`config.mk`:
```
export PLATFORM = sky130hd
export DESIGN_NAME = list_reader_flat
export DESIGN_NICKNAME = d
export VERILOG_FILES = /design/src/rtl/gr_pkg.sv /design/src/rtl/list_reader_if.sv /design/src/rtl/tri_store.sv /design/src/rtl/list_reader.sv /design/src/flat_wrapper.sv
export SDC_FILE = /design/constraint.sdc
export NUM_CORES = 2
export LEC_CHECK = 0
export CORE_MARGIN = 5
export CORE_UTILIZATION = 61
export DETAILED_ROUTE_END_ITERATION = 8
export PLACE_DENSITY = 0.79
export SYNTH_ARGS = -nofsm -noshare
export SYNTH_HDL_FRONTEND = slang
export SYNTH_SLANG_ARGS = --single-unit
```
`constraint.sdc`:
```
create_clock -name Clk -period 10.9 [get_ports Clk]
set_clock_uncertainty 0.05 [all_clocks]
set_input_delay 2.725 -clock Clk [delete_from_list [all_inputs] [get_ports Clk]]
set_output_delay 2.725 -clock Clk [all_outputs]
set_load 0.005 [all_outputs]
```
`src/rtl/gr_pkg.sv`:
```
// rtl/gr_pkg.sv - shared coordinate/triangle typedefs and read FSM state enum
package gr_pkg;

    localparam int WI = 8;
    localparam int WF = 8;
    localparam int CW = WI + WF;

    typedef logic [CW-1:0]      coord_t;
    typedef coord_t [2:0]       vertex_t;
    typedef vertex_t [2:0]      triangle_t;

    typedef enum logic [1:0] {
        ST_IDLE,
        ST_FETCH,
        ST_PRESENT,
        ST_DONE
    } rd_state_t;

endpackage

```
`src/rtl/list_reader_if.sv`:
```
// rtl/list_reader_if.sv - triangle stream from list_reader to the transform/raster pipeline
interface list_reader_if #(
    parameter int WI = 8,
    parameter int WF = 8
);

    logic [2:0][2:0][WI+WF-1:0] tri_out;
    logic                       tri_valid;
    logic                       tri_ready;

    modport master (
        output tri_out,
        output tri_valid,
        input  tri_ready
    );

    modport slave (
        input  tri_out,
        input  tri_valid,
        output tri_ready
    );

endinterface

```
`src/rtl/tri_store.sv`:
```
// rtl/tri_store.sv - DEPTH-entry triangle register array with write count
module tri_store #(
    parameter int WI    = 8,
    parameter int WF    = 8,
    parameter int DEPTH = 16
) (
    input  logic                         Clk,
    input  logic                         Reset,
    input  logic                         wr_en,
    input  logic                         clear,
    input  logic [2:0][2:0][WI+WF-1:0]   wr_data,
    input  logic [$clog2(DEPTH)-1:0]     rd_idx,
    output logic [2:0][2:0][WI+WF-1:0]   rd_data,
    output logic [$clog2(DEPTH):0]       count,
    output logic                         full
);

    localparam int AW = $clog2(DEPTH);
    localparam logic [AW:0] DEPTH_C = (AW+1)'(DEPTH);

    logic [2:0][2:0][WI+WF-1:0] mem [DEPTH];
    logic                       do_write;

    assign full     = (count == DEPTH_C);
    // clear wins over a same-cycle write; a full list drops the write
    assign do_write = wr_en && !clear && !full;
    assign rd_data  = mem[rd_idx];

    // Write count: the next free slot is always mem[count]
    always_ff @(posedge Clk) begin
        if (Reset) begin
            count <= '0;
        end else if (clear) begin
            count <= '0;
        end else if (do_write) begin
            count <= count + 1'b1;
        end
    end

    // Array contents carry no reset; only count decides what is valid
    always_ff @(posedge Clk) begin
        if (do_write && !Reset) begin
            mem[count[AW-1:0]] <= wr_data;
        end
    end

endmodule

```
`src/rtl/list_reader.sv`:
```
// rtl/list_reader.sv - stores loader triangles and replays them each frame; LIST_OVF_EN adds list_ovf
module list_reader
    import gr_pkg::*;
#(
    parameter int WI    = 8,
    parameter int WF    = 8,
    parameter int DEPTH = 16
) (
    input  logic                         Clk,
    input  logic                         Reset,
    input  logic                         list_w,
    input  logic [2:0][2:0][WI+WF-1:0]   orig_triangle_in,
    input  logic                         load_done,
    input  logic                         clear_list,
    input  logic                         start_frame,
    list_reader_if.master                tri_if,
    output logic                         frame_done,
    output logic                         list_loaded,
    output logic [$clog2(DEPTH):0]       list_count
`ifdef LIST_OVF_EN
    ,
    output logic                         list_ovf
`endif
);

    localparam int AW = $clog2(DEPTH);

    rd_state_t                  state_q, state_d;
    logic [AW-1:0]              rd_idx_q, rd_idx_d;
    logic [AW:0]                snap_q, snap_d;
    logic [AW:0]                snap_last;
    logic [2:0][2:0][WI+WF-1:0] tri_q, tri_d;
    logic [2:0][2:0][WI+WF-1:0] rd_data;
    logic                       clear_eff;
    logic                       full;

    // A clear arriving mid-pass is ignored so the pass completes on a stable list
    assign clear_eff = clear_list && (state_q == ST_IDLE);
    assign snap_last = snap_q - {{AW{1'b0}}, 1'b1};

    tri_store #(
        .WI    (WI),
        .WF    (WF),
        .DEPTH (DEPTH)
    ) u_store (
        .Clk     (Clk),
        .Reset   (Reset),
        .wr_en   (list_w),
        .clear   (clear_eff),
        .wr_data (orig_triangle_in),
        .rd_idx  (rd_idx_q),
        .rd_data (rd_data),
        .count   (list_count),
        .full    (full)
    );

    assign tri_if.tri_out   = tri_q;
    assign tri_if.tri_valid = (state_q == ST_PRESENT);
    assign frame_done       = (state_q == ST_DONE);

    // Sticky loaded flag, cleared together with the list
    always_ff @(posedge Clk) begin
        if (Reset) begin
            list_loaded <= 1'b0;
        end else if (clear_eff) begin
            list_loaded <= 1'b0;
        end else if (load_done) begin
            list_loaded <= 1'b1;
        end
    end

`ifdef LIST_OVF_EN
    // Sticky overflow flag: a write was dropped because the list was full
    always_ff @(posedge Clk) begin
        if (Reset) begin
            list_ovf <= 1'b0;
        end else if (clear_eff) begin
            list_ovf <= 1'b0;
        end else if (list_w && full) begin
            list_ovf <= 1'b1;
        end
    end
`endif

    // Read FSM state, index, snapshot and output register
    always_ff @(posedge Clk) begin
        if (Reset) begin
            state_q  <= ST_IDLE;
            rd_idx_q <= '0;
            snap_q   <= '0;
            tri_q    <= '0;
        end else begin
            state_q  <= state_d;
            rd_idx_q <= rd_idx_d;
            snap_q   <= snap_d;
            tri_q    <= tri_d;
        end
    end

    // Next-state: snapshot the count at start so writes during a pass land beyond it
    always_comb begin
        state_d  = state_q;
        rd_idx_d = rd_idx_q;
        snap_d   = snap_q;
        tri_d    = tri_q;
        case (state_q)
            ST_IDLE: begin
                if (start_frame && list_loaded) begin
                    snap_d   = list_count;
                    rd_idx_d = '0;
                    state_d  = (list_count != '0) ? ST_FETCH : ST_DONE;
                end
            end
            ST_FETCH: begin
                tri_d   = rd_data;
                state_d = ST_PRESENT;
            end
            ST_PRESENT: begin
                if (tri_if.tri_ready) begin
                    if ({1'b0, rd_idx_q} == snap_last) begin
                        state_d = ST_DONE;
                    end else begin
                        rd_idx_d = rd_idx_q + 1'b1;
                        state_d  = ST_FETCH;
                    end
                end
            end
            ST_DONE: begin
                state_d = ST_IDLE;
            end
            default: begin
                state_d = ST_IDLE;
            end
        endcase
    end

endmodule
```
`src/flat_wrapper.sv`:
```
// flat-port wrapper written by rule: the top's interface ports become plain ports
module list_reader_flat import gr_pkg::*;
#(
    parameter int WI    = 8,
    parameter int WF    = 8,
    parameter int DEPTH = 16
)
  (Clk, Reset, list_w, orig_triangle_in, load_done, clear_list, start_frame, frame_done, list_loaded, list_count, tri_if_tri_out, tri_if_tri_valid, tri_if_tri_ready);
  list_reader_if #(.WI(WI), .WF(WF)) tri_if_i ();
  input  logic Clk;
  input  logic Reset;
  input  logic list_w;
  input  logic [2:0][2:0][WI+WF-1:0] orig_triangle_in;
  input  logic load_done;
  input  logic clear_list;
  input  logic start_frame;
  output logic frame_done;
  output logic list_loaded;
  output logic [$clog2(DEPTH):0] list_count;
  output wire logic [$bits(tri_if_i.tri_out)-1:0] tri_if_tri_out;
  output wire logic [$bits(tri_if_i.tri_valid)-1:0] tri_if_tri_valid;
  input wire logic [$bits(tri_if_i.tri_ready)-1:0] tri_if_tri_ready;
  assign tri_if_tri_out = tri_if_i.tri_out;
  assign tri_if_tri_valid = tri_if_i.tri_valid;
  assign tri_if_i.tri_ready = tri_if_tri_ready;
  list_reader #(.WI(WI), .WF(WF), .DEPTH(DEPTH)) u_core (.Clk(Clk), .Reset(Reset), .list_w(list_w), .orig_triangle_in(orig_triangle_in), .load_done(load_done), .clear_list(clear_list), .start_frame(start_frame), .tri_if(tri_if_i), .frame_done(frame_done), .list_loaded(list_loaded), .list_count(list_count));
endmodule
```
==> out/metrics.csv <==
stage;metric;value;unit
status;status;complete, no violations;
yosys;ys_ff_latch;2465;
layout;regArea;72400;um^2
layout;final_cell_mix;edfxtp_1, mux4_2, mux2i_1, clkdlybuf4s50_1, clkbuf_16;
drt;drc;0;
sta;final-hold-violation-count;0;
yosys;synth_nets;4143;
yosys;synth_cell_types;45;
power_and_ir_drop;irDropWorstVdd;0.180;mV
yosys;synth-edff-count;2304;
placed_design;pre_cts_slack;3.63;ns
grt;grt_max_degree;144;
drt;wl_per_cell;31.9;um
drt;first_pass_iters;6;
power_and_ir_drop;p_leak;31.4;nW
drt;via_per_inst;6.65;
sta;setup_tns;0;ns
setup_path;required;11.32;ns
layout;drive_gt1_share;21.5;%
die;core;150000;um^2
power_and_ir_drop;p_int;15.1;mW
clock_network;numCtsBuffers;226;
placed_design;hpwlAfterDp;107000;um
yosys;yosysSeqAreaShare;78.5;%
die;fp.dieArea;159000;um^2
grt;grt_pass1_wl;310000;um
layout;final_area;105000;um^2
power_and_ir_drop;powerDensity;182;nW/um^2
power_and_ir_drop;clock_power_share;40.6;%
clock_network;cts-resized-gates;0;
drt;drtIter0Drc;5266;
sta;max_slew_margin;15.9;%
die;die_h;399;um
sta;finalSetupViolations;0;
die;start_util;61.4;%
clock_network;cts_hold_buffers;0;
yosys;netlist_instances;3986;
sta;rsz0062_at_grt;false;
layout;final_common_cell;edfxtp_1;
clock_network;path_clk_slew;0.06;ns
clock_network;cts_tree;built;
clock_network;clock-sinks;2465;
power_and_ir_drop;switchingPower;3.91;mW
placed_design;gp_congestion;0.765;
yosys;async_flop_share;0;%
setup_path;crit_type;in2reg;
setup_path;critPathLaunchType;input port;
power_and_ir_drop;combinationalPowerShare;4.5;%
job;cap_viol_max_count;0;
sta;fin_crit_sh;59.4;%
grt;grt_usage;27.0;%
clock_network;worstSkewPairLatency;0.85;ns
drt;ant_nets;0;
grt;overflow;0;
sta;worstMarginPinSlew;1.26;ns
drt;vias;43900;
setup_path;crit_path_end_kind;flop;
clock_network;root_buffer;clkbuf_16;
yosys;synth_area;92300;um^2
placed_design;io_buffer_count;302;
power_and_ir_drop;p_seq_share;54.9;%
sta;fmax;154;MHz
die;num_io_pins;303;
grt;grt_antenna_before_repair;27;
yosys;yosysWarningCount;0;
layout;num-nets-final;4520;
min_path;min_path_type;reg2reg;
sta;slew_violations;0;
drt;wl;211000;um
placed_design;dpl_cell_area;97500;um^2
setup_path;arrival;6.90;ns
yosys;avgSynthCellArea;23.1;um^2
sta;fin_ws;4.43;ns
sta;finalCriticalPeriod;6.47;ns
clock_network;clock_path_buffers;3;
die;die_w;399;um
power_and_ir_drop;sw_frac_of_total;20.5;%
setup_path;cp_max_fo;40;
layout;area_delta_synth_final;13.6;%
die;rows;142;
clock_network;h-tree-depth;4;
layout;num-fill-cells;8560;
grt;grt_pass1_vias;45600;
yosys;yosys_most_used_dff;edfxtp_1;
layout;multi_input_area;18800;um^2
clock_network;post_cts_buffers;0;
-- metal layers --
| metal | GRT usage, % | vias to the layer above | wire length, um |
|---|---|---|---|
| met4 | 8.85 | 20 | 5940 |
| met1 | 38.0 | 23200 | 79800 |
| met2 | 42.9 | 2645 | 105000 |
| li1 | - | 17700 | - |
| met3 | 6.27 | 371 | 20200 |
| met5 | 0 | - | 115 |
-- per-stage QoR --
| step | power [mW] | utilization [%] | hold slack, ns | std cells |
|---|---|---|---|---|
| floorplan | 11.2 | - | 0.421 | 3986 |
| global placement | 11.5 | 64.9 | 0.405 | 6151 |
| detailed placement | 11.5 | 64.9 | 0.419 | 6151 |
| CTS | 19.1 | 69.8 | 0.432 | 6581 |
| global route | 19.6 | 69.8 | 0.484 | 6590 |
| finish | 19.0 | 69.8 | 0.429 | 6598 |
-- area by class of cell --
cell class | count | share of cell area (%)
antenna | 17 | 0.0406
clock buffer | 303 | 5.84
clock inverter | 127 | 1.14
inverter | 8 | 0.0287
multi-input combinational | 1296 | 17.9
sequential | 2465 | 69.1
tap | 2016 | 2.41
timing repair buffer | 366 | 3.56
-- power groups by stage --
stage / Clock, mW / Combinational [mW] / Sequential, mW
global route: 8.27 / 0.922 / 10.4
finish: 7.74 / 0.855 / 10.4
detailed placement: 0 / 0.854 / 10.6
global placement: 0 / 0.835 / 10.6
CTS: 7.82 / 0.868 / 10.4
floorplan: 0 / 0.531 / 10.6
-- cells in the mapped netlist (all sizes together), types with 6 or more instances --
| cell type | instances | area share, % |
|---|---|---|
| o21ai | 144 | 0.78 |
| mux4 | 566 | 14 |
| inv | 8 | 0.033 |
| a2bb2oi | 137 | 1.3 |
| mux2i | 304 | 3.3 |
| edfxtp | 2304 | 75 |
| nand3b | 10 | 0.081 |
| dfxtp | 161 | 3.5 |
| buf | 152 | 1.0 |
| a21oi | 10 | 0.054 |
| nand2 | 16 | 0.065 |
| clkbuf | 65 | 0.26 |
| nor2 | 41 | 0.17 |
| o211ai | 12 | 0.098 |
| ha | 6 | 0.081 |
-- cells by family after synthesis --
kind of cell,Yosys count,share of synthesized area [%]
fa+ha+maj,6,0.0814
compound gates,315,2.34
buf+inv,225,1.34
mux,870,17.1
xor+xnor,9,0.100
simple gates,96,0.533
flops,2465,78.5
-- flip-flops by register name, summed over array words and instances (netlist names) --
signal / cells
u_core.list_loaded: 1
u_core.rd_idx_q: 4
u_core.snap_q: 5
u_core.state_q: 2
u_core.tri_if.tri_out: 144
u_core.u_store.count: 5
u_core.u_store.mem: 2304
-- worst paths after layout --
| kind | start | end | slack (ns) | cells after the start |
|---|---|---|---|---|
| worst min register to register | u_core.tri_if.tri_out[134]$_SDFFE_PP0P_ | u_core.tri_if.tri_out[134]$_SDFFE_PP0P_ | 0.43 | 2 |
| worst min-delay path | u_core.tri_if.tri_out[134]$_SDFFE_PP0P_ | u_core.tri_if.tri_out[134]$_SDFFE_PP0P_ | 0.43 | 2 |
| worst max register to register | u_core.u_store.count[0]$_SDFFE_PP0P_ | u_core.u_store.mem[12][104]$_DFFE_PP_ | 6.32 | 7 |
| worst max-delay path | Reset | u_core.u_store.mem[12][104]$_DFFE_PP_ | 4.43 | 5 |
-- critical path, stage by stage --
cell and delay [ns]:
clkdlybuf4s50_1 0.85, nor4_1 0.96, nand2_1 0.45, nor2_4 1.05, buf_4 0.78
Power figures use the tool's default switching activity.
